### config.mk
export PLATFORM = sky130hd
export DESIGN_NAME = reservation_station_flat
export DESIGN_NICKNAME = d
export VERILOG_FILES = /design/src/rtl/reservation_station_if.sv /design/src/rtl/reservation_station.sv /design/src/flat_wrapper.sv
export SDC_FILE = /design/constraint.sdc
export NUM_CORES = 1
export LEC_CHECK = 0
export CAP_MARGIN = 20
export CORE_UTILIZATION = 55
export DETAILED_ROUTE_END_ITERATION = 8
export GPL_TIMING_DRIVEN = 0
export MAX_ROUTING_LAYER = met4
export PLACE_DENSITY = 0.78
export SLEW_MARGIN = 30
export SYNTH_ARGS = -nofsm -noshare
export SYNTH_HDL_FRONTEND = slang
export SYNTH_SLANG_ARGS = --single-unit
### constraint.sdc
create_clock -name clk -period 8.6 [get_ports clk]
set_clock_uncertainty 0.2 [all_clocks]
set_input_delay 1.29 -clock clk [delete_from_list [all_inputs] [get_ports clk]]
set_output_delay 1.29 -clock clk [all_outputs]
set_load 0.02 [all_outputs]
### src/rtl/reservation_station_if.sv
// Dispatch/CDB/issue bundle for one reservation station.
// Latency: none (wires only).
// Backpressure: rs_is_full stalls dispatch; fu_ready stalls issue.
interface reservation_station_if #(
  parameter int XLEN   = 32,
  parameter int TAG_W  = 3,
  parameter int FUNC_W = 4
);
  logic              rs_load;
  logic [FUNC_W-1:0] in_func;
  logic [TAG_W-1:0]  in_tag_dest;
  logic              in_ready_src1;
  logic              in_ready_src2;
  logic [XLEN-1:0]   in_value_src1;
  logic [XLEN-1:0]   in_value_src2;
  logic [TAG_W-1:0]  in_tag_src1;
  logic [TAG_W-1:0]  in_tag_src2;
  logic [XLEN-1:0]   in_imm;
  logic [XLEN-1:0]   in_pc;
  logic              rs_is_full;
  logic              cdb_valid;
  logic [TAG_W-1:0]  cdb_tag;
  logic [XLEN-1:0]   cdb_value;
  logic              squash;
  logic              issue_valid;
  logic              fu_ready;
  logic [FUNC_W-1:0] issue_func;
  logic [TAG_W-1:0]  issue_tag_dest;
  logic [XLEN-1:0]   issue_src1;
  logic [XLEN-1:0]   issue_src2;
  logic [XLEN-1:0]   issue_imm;
  logic [XLEN-1:0]   issue_pc;

  modport master (
    output rs_load, in_func, in_tag_dest, in_ready_src1, in_ready_src2,
           in_value_src1, in_value_src2, in_tag_src1, in_tag_src2, in_imm, in_pc,
           cdb_valid, cdb_tag, cdb_value, squash, fu_ready,
    input  rs_is_full, issue_valid, issue_func, issue_tag_dest,
           issue_src1, issue_src2, issue_imm, issue_pc
  );

  modport slave (
    input  rs_load, in_func, in_tag_dest, in_ready_src1, in_ready_src2,
           in_value_src1, in_value_src2, in_tag_src1, in_tag_src2, in_imm, in_pc,
           cdb_valid, cdb_tag, cdb_value, squash, fu_ready,
    output rs_is_full, issue_valid, issue_func, issue_tag_dest,
           issue_src1, issue_src2, issue_imm, issue_pc
  );
endinterface

### src/rtl/reservation_station.sv
// Tomasulo reservation station: holds renamed ops, snoops the CDB, issues oldest ready op.
// Latency: load-to-issue 1 cycle; CDB wakeup-to-issue 1 cycle (0 with RS_CDB_BYPASS_EN).
// Backpressure: rs_is_full from registered state stalls dispatch; issue_* hold while !fu_ready.
module reservation_station #(
  parameter int RS_DEPTH = 4,
  parameter int XLEN     = 32,
  parameter int TAG_W    = 3,
  parameter int FUNC_W   = 4
) (
  input  logic                 clk,
  input  logic                 reset,
  reservation_station_if.slave bus
);
  localparam int IDX_W = $clog2(RS_DEPTH);
  localparam int AGE_W = IDX_W + 1;
  localparam logic [AGE_W-1:0] AGE_MAX = '1;

  typedef struct packed {
    logic             rdy;
    logic [TAG_W-1:0] tag;
    logic [XLEN-1:0]  value;
  } src_t;

  typedef struct packed {
    logic              valid;
    logic [FUNC_W-1:0] func;
    logic [TAG_W-1:0]  tag_dest;
    src_t              src1;
    src_t              src2;
    logic [XLEN-1:0]   imm;
    logic [XLEN-1:0]   pc;
    logic [AGE_W-1:0]  age;
  } entry_t;

  entry_t              ent_q [RS_DEPTH];
  logic [RS_DEPTH-1:0] wake1, wake2, cand;
  logic                full;
  logic [IDX_W-1:0]    free_idx;
  logic                sel_found;
  logic [IDX_W-1:0]    sel_idx;
  logic [AGE_W-1:0]    sel_age;
  logic                fire;
  src_t                new_src1, new_src2;

  // Per-entry CDB tag match on pending sources, and issue eligibility
  always_comb begin
    wake1 = '0;
    wake2 = '0;
    cand  = '0;
    for (int i = 0; i < RS_DEPTH; i++) begin
      wake1[i] = bus.cdb_valid && ent_q[i].valid && !ent_q[i].src1.rdy &&
                 (ent_q[i].src1.tag == bus.cdb_tag);
      wake2[i] = bus.cdb_valid && ent_q[i].valid && !ent_q[i].src2.rdy &&
                 (ent_q[i].src2.tag == bus.cdb_tag);
`ifdef RS_CDB_BYPASS_EN
      cand[i] = ent_q[i].valid && (ent_q[i].src1.rdy || wake1[i]) &&
                (ent_q[i].src2.rdy || wake2[i]);
`else
      cand[i] = ent_q[i].valid && ent_q[i].src1.rdy && ent_q[i].src2.rdy;
`endif
    end
  end

  // Full flag and lowest-index free slot, from registered state only
  always_comb begin
    full     = 1'b1;
    free_idx = '0;
    for (int i = RS_DEPTH - 1; i >= 0; i--) begin
      if (!ent_q[i].valid) begin
        full     = 1'b0;
        free_idx = IDX_W'(i);
      end
    end
  end

  // Oldest candidate wins; strict compare keeps the lowest index on ties
  always_comb begin
    sel_found = 1'b0;
    sel_idx   = '0;
    sel_age   = '0;
    for (int i = 0; i < RS_DEPTH; i++) begin
      if (cand[i] && (!sel_found || ent_q[i].age > sel_age)) begin
        sel_found = 1'b1;
        sel_idx   = IDX_W'(i);
        sel_age   = ent_q[i].age;
      end
    end
  end

  // Issue bus carries the selected entry, all zeros when nothing is offered
  always_comb begin
    bus.rs_is_full     = full;
    bus.issue_valid    = sel_found;
    bus.issue_func     = '0;
    bus.issue_tag_dest = '0;
    bus.issue_src1     = '0;
    bus.issue_src2     = '0;
    bus.issue_imm      = '0;
    bus.issue_pc       = '0;
    if (sel_found) begin
      bus.issue_func     = ent_q[sel_idx].func;
      bus.issue_tag_dest = ent_q[sel_idx].tag_dest;
      bus.issue_src1     = ent_q[sel_idx].src1.value;
      bus.issue_src2     = ent_q[sel_idx].src2.value;
      bus.issue_imm      = ent_q[sel_idx].imm;
      bus.issue_pc       = ent_q[sel_idx].pc;
`ifdef RS_CDB_BYPASS_EN
      if (!ent_q[sel_idx].src1.rdy) bus.issue_src1 = bus.cdb_value;
      if (!ent_q[sel_idx].src2.rdy) bus.issue_src2 = bus.cdb_value;
`endif
    end
  end

  assign fire = sel_found && bus.fu_ready;

  // Incoming operands, captured from the CDB if it broadcasts their producer now
  always_comb begin
    new_src1 = '{rdy: bus.in_ready_src1, tag: bus.in_tag_src1, value: bus.in_value_src1};
    new_src2 = '{rdy: bus.in_ready_src2, tag: bus.in_tag_src2, value: bus.in_value_src2};
    if (bus.cdb_valid && !bus.in_ready_src1 && bus.in_tag_src1 == bus.cdb_tag) begin
      new_src1.rdy   = 1'b1;
      new_src1.value = bus.cdb_value;
    end
    if (bus.cdb_valid && !bus.in_ready_src2 && bus.in_tag_src2 == bus.cdb_tag) begin
      new_src2.rdy   = 1'b1;
      new_src2.value = bus.cdb_value;
    end
  end

  // Entry update: reset/squash clear all; else issue frees, snoop wakes, ages advance, load fills
  always_ff @(posedge clk) begin
    if (reset || bus.squash) begin
      for (int i = 0; i < RS_DEPTH; i++) ent_q[i] <= '0;
    end else begin
      for (int i = 0; i < RS_DEPTH; i++) begin
        if (fire && sel_idx == IDX_W'(i)) begin
          ent_q[i].valid <= 1'b0;
        end else if (ent_q[i].valid) begin
          if (wake1[i]) begin
            ent_q[i].src1.rdy   <= 1'b1;
            ent_q[i].src1.value <= bus.cdb_value;
          end
          if (wake2[i]) begin
            ent_q[i].src2.rdy   <= 1'b1;
            ent_q[i].src2.value <= bus.cdb_value;
          end
          if (ent_q[i].age != AGE_MAX) ent_q[i].age <= ent_q[i].age + 1'b1;
        end else if (bus.rs_load && !full && free_idx == IDX_W'(i)) begin
          ent_q[i] <= '{valid: 1'b1, func: bus.in_func, tag_dest: bus.in_tag_dest,
                        src1: new_src1, src2: new_src2, imm: bus.in_imm,
                        pc: bus.in_pc, age: '0};
        end
      end
    end
  end
endmodule

### src/flat_wrapper.sv
// flat-port wrapper written by rule: the top's interface ports become plain ports
module reservation_station_flat 
#(
  parameter int RS_DEPTH = 4,
  parameter int XLEN     = 32,
  parameter int TAG_W    = 3,
  parameter int FUNC_W   = 4
)
  (clk, reset, bus_rs_load, bus_in_func, bus_in_tag_dest, bus_in_ready_src1, bus_in_ready_src2, bus_in_value_src1, bus_in_value_src2, bus_in_tag_src1, bus_in_tag_src2, bus_in_imm, bus_in_pc, bus_cdb_valid, bus_cdb_tag, bus_cdb_value, bus_squash, bus_fu_ready, bus_rs_is_full, bus_issue_valid, bus_issue_func, bus_issue_tag_dest, bus_issue_src1, bus_issue_src2, bus_issue_imm, bus_issue_pc);
  reservation_station_if #(.XLEN(XLEN), .TAG_W(TAG_W), .FUNC_W(FUNC_W)) bus_i ();
  input  logic clk;
  input  logic reset;
  input wire logic [$bits(bus_i.rs_load)-1:0] bus_rs_load;
  input wire logic [$bits(bus_i.in_func)-1:0] bus_in_func;
  input wire logic [$bits(bus_i.in_tag_dest)-1:0] bus_in_tag_dest;
  input wire logic [$bits(bus_i.in_ready_src1)-1:0] bus_in_ready_src1;
  input wire logic [$bits(bus_i.in_ready_src2)-1:0] bus_in_ready_src2;
  input wire logic [$bits(bus_i.in_value_src1)-1:0] bus_in_value_src1;
  input wire logic [$bits(bus_i.in_value_src2)-1:0] bus_in_value_src2;
  input wire logic [$bits(bus_i.in_tag_src1)-1:0] bus_in_tag_src1;
  input wire logic [$bits(bus_i.in_tag_src2)-1:0] bus_in_tag_src2;
  input wire logic [$bits(bus_i.in_imm)-1:0] bus_in_imm;
  input wire logic [$bits(bus_i.in_pc)-1:0] bus_in_pc;
  input wire logic [$bits(bus_i.cdb_valid)-1:0] bus_cdb_valid;
  input wire logic [$bits(bus_i.cdb_tag)-1:0] bus_cdb_tag;
  input wire logic [$bits(bus_i.cdb_value)-1:0] bus_cdb_value;
  input wire logic [$bits(bus_i.squash)-1:0] bus_squash;
  input wire logic [$bits(bus_i.fu_ready)-1:0] bus_fu_ready;
  output wire logic [$bits(bus_i.rs_is_full)-1:0] bus_rs_is_full;
  output wire logic [$bits(bus_i.issue_valid)-1:0] bus_issue_valid;
  output wire logic [$bits(bus_i.issue_func)-1:0] bus_issue_func;
  output wire logic [$bits(bus_i.issue_tag_dest)-1:0] bus_issue_tag_dest;
  output wire logic [$bits(bus_i.issue_src1)-1:0] bus_issue_src1;
  output wire logic [$bits(bus_i.issue_src2)-1:0] bus_issue_src2;
  output wire logic [$bits(bus_i.issue_imm)-1:0] bus_issue_imm;
  output wire logic [$bits(bus_i.issue_pc)-1:0] bus_issue_pc;
  assign bus_i.rs_load = bus_rs_load;
  assign bus_i.in_func = bus_in_func;
  assign bus_i.in_tag_dest = bus_in_tag_dest;
  assign bus_i.in_ready_src1 = bus_in_ready_src1;
  assign bus_i.in_ready_src2 = bus_in_ready_src2;
  assign bus_i.in_value_src1 = bus_in_value_src1;
  assign bus_i.in_value_src2 = bus_in_value_src2;
  assign bus_i.in_tag_src1 = bus_in_tag_src1;
  assign bus_i.in_tag_src2 = bus_in_tag_src2;
  assign bus_i.in_imm = bus_in_imm;
  assign bus_i.in_pc = bus_in_pc;
  assign bus_i.cdb_valid = bus_cdb_valid;
  assign bus_i.cdb_tag = bus_cdb_tag;
  assign bus_i.cdb_value = bus_cdb_value;
  assign bus_i.squash = bus_squash;
  assign bus_i.fu_ready = bus_fu_ready;
  assign bus_rs_is_full = bus_i.rs_is_full;
  assign bus_issue_valid = bus_i.issue_valid;
  assign bus_issue_func = bus_i.issue_func;
  assign bus_issue_tag_dest = bus_i.issue_tag_dest;
  assign bus_issue_src1 = bus_i.issue_src1;
  assign bus_issue_src2 = bus_i.issue_src2;
  assign bus_issue_imm = bus_i.issue_imm;
  assign bus_issue_pc = bus_i.issue_pc;
  reservation_station #(.RS_DEPTH(RS_DEPTH), .XLEN(XLEN), .TAG_W(TAG_W), .FUNC_W(FUNC_W)) u_core (.clk(clk), .reset(reset), .bus(bus_i));
endmodule
# Word level (Yosys, flattened, before mapping)
# Memories as Yosys holds them, arrays and structs flattened.
# Cells that the tools add are included.
# totals
mem_bits_rw,588
in_bits,184
output_inout_bits,137
regBits,0
elab_cells,343
memories,1
# classes
n_bitwise,64
mux,186
order_cmp,3
reduce_logical,65
add_sub_neg,4
eq_ne,20
# memory_table
name,depth,word_bits,rd,rd_clocked_by_memory_dff,wr,line_no,text
u_core.ent_q,4,147,5,0,4,reservation_station.sv:35,entry_t ent_q [RS_DEPTH];
# ops
op,n
$mux W32,22
$mux W64,4
$mux W1,129
$or A1 B1 Y1,64
$mux W3,20
$logic_and A1 B1 Y1,45
$eq A3 B3 Y1,10
$mux W7,4
$logic_not A1 Y1,14
$add A3 B1 Y3 const B,4
$mux W2,6
$ne A3 B3 Y1 const B,4
$gt A3 B3 Y1,3
$eq A2 B2 Y1 const B,4
$eq A2 B1 Y1 const B,2
$logic_not A2 Y1,2
$logic_or A1 B1 Y1,4
$mux W4,1

# Longest topological paths before layout
# Gate-level depths: netlist of the first run.
# An unclocked memory read counts as a cell.
# logic_depth
depth_word,23
depth_mapped,28
ltp_nobuf,20

# Worst setup path after synthesis of the first run
# No wires, ideal clock.
# synth_path
path_type,reg2out
start,memory u_core.ent_q[0][146] in the netlist's numbering
end,output port bus_issue_imm[10]
path_stages_with_launch,26
required_ns,7.110
t_arrival_ns,5.511
path_slack_ns,1.599
path_buffers,6
path_cell_list,edfxtp_1 > buf_2 > and3_1 > nand2_1 > ha_1 > and3b_1 > o21ai_1 > o21ai_2 > buf_2 > and2_1 > nor2_1 > ha_1 > and3b_1 > o21ai_0 > a21oi_1 > buf_2 > buf_1 > o31ai_1 > ha_1 > and3_1 > a211oi_2 > a41o_1 > buf_2 > buf_1 > a21oi_1 > a31oi_1
# synth_lines
element,line_no,text
"start, declared",reservation_station.sv:35,
"end, declared",flat_wrapper.sv:35,output wire logic [$bits(bus_i.issue_imm)-1:0] bus_issue_imm;

==> impl_results.md, run 1 <==
- Final Cycle Share: 98.0%
- Fill cells: 3,536
- Worst path slowest cell: a211oi_4
- Cells on worst reg2reg path: 24
- CP Launch Point: u_core.ent_q[0][146]
- Power Total: 6.69 mW
- ANT nets after route: 0
- Routed WL: 101,000 um
- PortBufs: 284
- CTS Buffer Depth: 3
- Sink Count: 588
- Area Overhead vs Synth: 23.0%
- Total CTS buffers: 60
- Vias in the first global route: 22,600
- Hold crit path type: flop to flop
- Cell family with most CP delay: compound AO/OA/AOI/OAI gates
- CTS tree: built
- Post-Place Cell Area: 0.0322 mm^2
- Final hold violation count: 0
- Number of synthesized flops with an enable pin: 588
- Initial Utilization: 56.0%
- Syn Nets: 2,457
- Hold Path Sink: u_core.ent_q[3][0]
- Max FFs per register: 588
- Syn avg cell area: 12.5 um^2
- Commonest non-fill, non-tap cell in the layout: edfxtp_1
- Reg2reg start: u_core.ent_q[0][146]
- Ports: 321
- Setup CP Type: flop to output pin
- Crit-path max cell delay: 0.38 ns
- Top reg by flops: u_core.ent_q
- Detailed-placement wirelength estimate: 66,100 um
- Critical Path Fanout Max: 10
- Reg2Reg Setup Slack: 2.24 ns
- Die width: 229 um
- Root buf cell: clkbuf_16
- Hold WS: 0.426 ns
- Num rows: 82
- Max Cap Viol: 0
- Clock Latency Late Sink: 0.64 ns
- Layout cells sized above 1: 10.8%
- Worst r2r dst: u_core.ent_q[1][0]
- Design Area, Final: 0.0347 mm^2
- Clock H-tree levels: 2
- Slew margin rel.: 29.5%
- Final worst slack: 0.169 ns
- DRC Markers: 0
- Die area: 0.0522 mm^2
- Max Freq: 0.119 GHz
- Largest net degree at the start of global routing: 58
- Hold depth: 1
- Final setup vio count: 0
- Initial DRC count: 4,022
- Register area share after synthesis: 62.6%
- Peak supply drop: 167 uV
- GRT Util Overall: 38.6%
- Minimum clock period: 8.43 ns
- CP dominant cell by count: buf_4
- Crit path buf inv count: 7
- Critical Path RT: 7.11 ns
- Total grt overflow: 0
- Antenna violations before repair: 7
- Area of the core: 0.0504 mm^2
- Pwr dens: 193 mW/mm^2
- Worst slew pin tran: 1.05 ns
- Drt pass-1 iters: 6
- Routed WL per cell: 30.2 um
- Largest registers: u_core.ent_q (588)
- Vias per cell: 7.08
- Netlist Area Pre-Place: 0.0282 mm^2
- Die Y-Extent: 229 um
- CTS clk-pin slew, worst paths: 0.06 ns
- First-pass GRT wire length: 145,000 um
- Warnings, synthesis: 0
- Run status: complete, no violations
- Via count: 23,700
- Hold wc startpoint: u_core.ent_q[3][0]
- Routability Congestion: 0.934
- Async SR Flop Fraction: 0%
- Commonest non-fill, non-tap cells in the layout: 588 x edfxtp_1, 316 x and3_1, 256 x a22o_1
- Final Core Density: 68.9%
- Mapped Cells: 2,256
- Unique masters post-synth: 51
- Crit path launch type: flop
- Post-synthesis register bit count: 588
- Leak Pwr: 15.1 nW
- Count of pins over their slew limit: 0
- Primary FF master, synth: edfxtp_1
- Critical Path AT: 6.94 ns
- Worst slack, placed: -1.49 ns
- Final net count: 2,812
- Worst setup EP type: output pin
[final cells by class]
cell class | count | area [um^2] | share of cell area [%]
Antenna cell | 5 | 12.5 | 0.0360
Multi-Input combinational cell | 1389 | 9690 | 27.9
Buffer | 262 | 1230 | 3.53
Clock inverter | 48 | 583 | 1.68
Timing Repair Buffer | 295 | 3100 | 8.93
Inverter | 15 | 76.3 | 0.220
Sequential cell | 588 | 17700 | 50.8
Clock buffer | 66 | 1550 | 4.45
Tap cell | 672 | 841 | 2.42
[worst max-delay path by stage]
stage / endpoint / slack [ns] / cells after the start
2_1_floorplan: bus_issue_imm[10] / 1.60 / 25
3_3_place_gp: bus_issue_src2[9] / -1.38 / 27
3_5_place_dp: bus_issue_src2[10] / -1.49 / 27
4_1_cts: bus_issue_src2[3] / 0.01 / 26
5_1_grt: bus_issue_src2[29] / -0.009 / 26
6_report: bus_issue_src2[2] / 0.17 / 26
[cells by family (layout without fill, tap and decap cells)]
logic type	after synthesis	count (layout)	synth area share, %
other	0	5	0
AND/OR/NAND/NOR	693	693	14.1
XOR/XNOR	30	30	0.931
flip-flops	588	588	62.6
adder cells (fa/ha/maj)	17	17	0.754
buffers and inverters	279	686	4.11
AO/OA/AOI/OAI	649	649	17.5
[report_power, final]
group / internal (mW) / switching, mW
sequential: 3.30 / 0.0504
clock: 1.69 / 1.17
combinational: 0.165 / 0.317
total: 5.15 / 1.54
[cells in the mapped netlist (all sizes together), types with 3 or more instances]
master / n / area share, %
clkbuf: 146 / 1.9
edfxtp: 588 / 63
nand2: 40 / 0.53
a221oi: 68 / 2.1
nor3: 5 / 0.13
and3: 317 / 7.0
and2: 75 / 1.7
o21ai: 81 / 1.5
inv: 15 / 0.20
xnor2: 4 / 0.12
a31oi: 63 / 1.4
o211ai: 13 / 0.35
nand2b: 8 / 0.18
a21oi: 71 / 1.3
nand4: 68 / 1.5
nor4: 9 / 0.31
nand3: 72 / 1.3
xor2: 26 / 0.81
o2bb2ai: 68 / 2.1
and3b: 3 / 0.093
buf: 118 / 2.0
a22o: 256 / 7.9
o22a: 6 / 0.19
nor2: 87 / 1.2
a21o: 10 / 0.27
ha: 17 / 0.75
[layer usage]
metal / GRT usage (%) / vias to the layer above / part of all wire [%]
li1: - / 9695 / -
met1: 50.3 / 11500 / 36
met2: 58.8 / 2152 / 46
met3: 7.76 / 319 / 14
met4: 16.8 / 0 / 4.5
met5: - / - / 0
[timing repair]
action | in CTS | in global routing
pin swaps | 8 | 15
gates resized for setup | 142 | 168
hold buffers | 0 | 0
endpoints found under the setup margin | 135 | 133
buffers inserted | 3 | 0
[per-stage QoR]
stage               instances  setup TNS, ns
floorplan                2256              0
global placement         3212        -130.11
detailed placement       3220        -146.17
CTS                      3335              0
global route             3340        -0.0366
finish                   3340              0
No activity file was read; power rests on OpenSTA's default activity.
==> run 2: changes to the inputs <==
--- a/config.mk
+++ b/config.mk
@@ -9,7 +9,6 @@
 export CORE_UTILIZATION = 55
 export DETAILED_ROUTE_END_ITERATION = 8
 export GPL_TIMING_DRIVEN = 0
-export MAX_ROUTING_LAYER = met4
 export PLACE_DENSITY = 0.78
 export SLEW_MARGIN = 30
 export SYNTH_ARGS = -nofsm -noshare
==> run 2 against run 1 <==
Compared with the run above: first-iteration DRC count is 11% lower; critical path type unchanged; non-clock buffer count is 2 higher; maximum frequency fell by 0.31%; combinational power is essentially flat; critical endpoint is now bus_issue_imm[25]; sequential cell count unchanged; die area unchanged; register-to-register slack about the same; wire length decreased by 0.91%; cell area shrank 0.47%.
==> impl_results.md, run 2 (synthesis results as in run 1) <==
- Run status: complete, no violations (unchanged)
- Power Total: 6.47 mW (was 6.69 mW)
- Clock H-tree levels: 2 (unchanged)
- Internal power component: 4.99 mW (was 5.15 mW)
- Critical Path Fanout Max: 10 (unchanged)
- First-pass GRT wire length: 144,000 um (was 145,000 um)
- Final setup vio count: 0 (unchanged)
- Total CTS buffers: 58 (was 60)
- Area of the core: 0.0504 mm^2 (unchanged)
- Max Freq: 0.118 GHz (was 0.119 GHz)
- Die width: 229 um (unchanged)
- Reg2Reg Setup Slack: 2.23 ns (was 2.24 ns)
- Final Cycle Share: 98.3% (was 98.0%)
- Antenna violations before repair: 10 (was 7)
- Critical Path RT: 7.11 ns (about the same)
- Pwr dens: 187 mW/mm^2 (was 193 mW/mm^2)
- Crit path launch type: flop (unchanged)
- Critical Path AT: 6.97 ns (was 6.94 ns)
- Max FFs per register: 588 (unchanged)
- Top reg by flops: u_core.ent_q (unchanged)
- Met2 usage: 57.7% (was 58.8%)
- Final hold violation count: 0 (unchanged)
- Hold crit path type: flop to flop (unchanged)
- Worst setup EP type: output pin (unchanged)
- Routed WL per cell: 29.9 um (was 30.2 um)
- Layout cells sized above 1: 9.48% (was 10.8%)
- Via count: 23,600 (was 23,700)
- GRT Util Overall: 37.1% (was 38.6%)
- Post-CTS Hold Buffers: 0 (unchanged)
- Sink Count: 588 (unchanged)
- Routability Congestion: 0.923 (was 0.934)
- Vias per cell: 7.08 (about the same)
- Area Overhead vs Synth: 22.5% (was 23.0%)
- Final net count: 2,812 (unchanged)
- Peak supply drop: 152 uV (was 167 uV)
- Die area: 0.0522 mm^2 (unchanged)
- Largest registers: u_core.ent_q (588) (unchanged)
- Largest net degree at the start of global routing: 54 (was 58)
- Die Y-Extent: 229 um (unchanged)
- CTS Buffer Depth: 3 (unchanged)
- ANT nets after route: 0 (unchanged)
- Count of pins over their slew limit: 0 (unchanged)
- Slew margin rel.: 26.3% (was 29.5%)
- Post-Place Cells: 3,220 (unchanged)
- Clock Latency Late Sink: 0.63 ns (was 0.64 ns)
- Vias in the first global route: 22,700 (was 22,600)
- Num rows: 82 (unchanged)
- CTS clk-pin slew, worst paths: 0.06 ns (about the same)
- Clock Power Share: 40.8% (was 42.7%)
- Max Cap Viol: 0 (unchanged)
- Minimum clock period: 8.46 ns (was 8.43 ns)
- Worst slew pin tran: 1.10 ns (was 1.05 ns)
- Design Area, Final: 0.0346 mm^2 (was 0.0347 mm^2)
- Total grt overflow: 0 (unchanged)
- Root buf cell: clkbuf_16 (unchanged)
- Drt pass-1 iters: 5 (was 6)
- Switching Power: 1.48 mW (was 1.54 mW)
- Ports: 321 (unchanged)
- Post-Place Cell Area: 0.0322 mm^2 (unchanged)
- Initial Utilization: 56.0% (unchanged)
- Most Crowded Layer GR: met2 (unchanged)
- CTS tree: built (unchanged)
- Reg power frac: 51.8% (was 50.1%)
- Final non-filler cell total: 3,335 (was 3,340)
- Gate power share: 7.4% (was 7.2%)
- Switch share: 22.9% (was 23.0%)
- Hold WS: 0.428 ns (was 0.426 ns)
- Grt met3 use: 7.41% (was 7.76%)
- Commonest non-fill, non-tap cell in the layout: edfxtp_1 (unchanged)
- Routed WL: 99,800 um (was 101,000 um)
- Commonest non-fill, non-tap cells in the layout: 588 x edfxtp_1, 316 x and3_1, 256 x a22o_1 (unchanged)
- PortBufs: 284 (unchanged)
- Initial DRC count: 3,568 (was 4,022)
- Met1 Use GR: 50.0% (was 50.3%)
- Detailed-placement wirelength estimate: 65,700 um (was 66,100 um)
- DRC Markers: 0 (unchanged)
- Leak Pwr: 15.2 nW (was 15.1 nW)
- Final Core Density: 68.6% (was 68.9%)
- Setup CP Type: flop to output pin (unchanged)
## run 2: layout make-up
| type | instances | area, um^2 |
|---|---|---|
| antenna | 4 | 10.0 |
| buffer | 262 | 1230 |
| clock buffer | 69 | 1510 |
| clock inverter | 39 | 418 |
| fill | 3556 | 15800 |
| inverter | 15 | 76.3 |
| multi-input combinational | 1389 | 9610 |
| sequential | 588 | 17700 |
| tap | 672 | 841 |
| timing repair buffer | 297 | 3210 |
## run 2: per-layer routing
layer	vias to the layer above	share of wire [%]
li1	9680	-
met1	11500	36
met2	2083	46
met3	337	13
met4	12	4.8
met5	-	0.080
## run 2: per-stage QoR
step,setup slack (ns),setup TNS (ns)
2_1_floorplan,1.60,0
3_3_place_gp,-1.38,-130.68
3_5_place_dp,-1.46,-142.78
4_1_cts,0.0120,0
5_1_grt,-0.0128,-0.0266
6_report,0.143,0
## run 2: final timing paths
kind              cells after the start            endpoint                 start
setup / recovery                     26   bus_issue_imm[25]  u_core.ent_q[0][146]
hold reg to reg                       1  u_core.ent_q[3][0]    u_core.ent_q[3][0]
hold / removal                        1  u_core.ent_q[3][0]    u_core.ent_q[3][0]
setup reg to reg                     25  u_core.ent_q[0][2]  u_core.ent_q[0][146]
## run 2: critical path, cell delays in order (launching register included)
cell and delay (ns):
edfxtp_1 0.32, buf_2 0.19, and3_2 0.30, nand2_1 0.11, ha_1 0.33, and3b_1 0.24
o21ai_4 0.09, o21ai_4 0.25, buf_4 0.25, and2_1 0.19, nor2_1 0.07, ha_1 0.30
and3b_1 0.22, o21ai_2 0.25, a21oi_2 0.14, buf_4 0.23, clkbuf_4 0.24, o31ai_2 0.31
ha_1 0.31, a21oi_1 0.23, a211oi_4 0.13, nor2_4 0.23, buf_6 0.25, buf_4 0.24
nand4_1 0.11, a31oi_1 0.37, clkdlybuf4s15_1 0.43
## run 2: what timing repair did
| action | 4_1_cts | 5_1_grt |
|---|---|---|
| gates resized for setup | 125 | 128 |
| endpoints found under the setup margin | 135 | 132 |
| pin swaps | 8 | 4 |
| setup buffers | 3 | 2 |
| endpoints found under the hold margin | 0 | 0 |
## run 2: power by group through the flow
stage / clock network, mW / logic (mW) / registers [mW]
2_1_floorplan: 0 / 0.216 / 3.39
3_3_place_gp: 0 / 0.432 / 3.41
3_5_place_dp: 0 / 0.456 / 3.41
4_1_cts: 2.61 / 0.465 / 3.35
5_1_grt: 2.72 / 0.498 / 3.36
6_report: 2.64 / 0.479 / 3.35
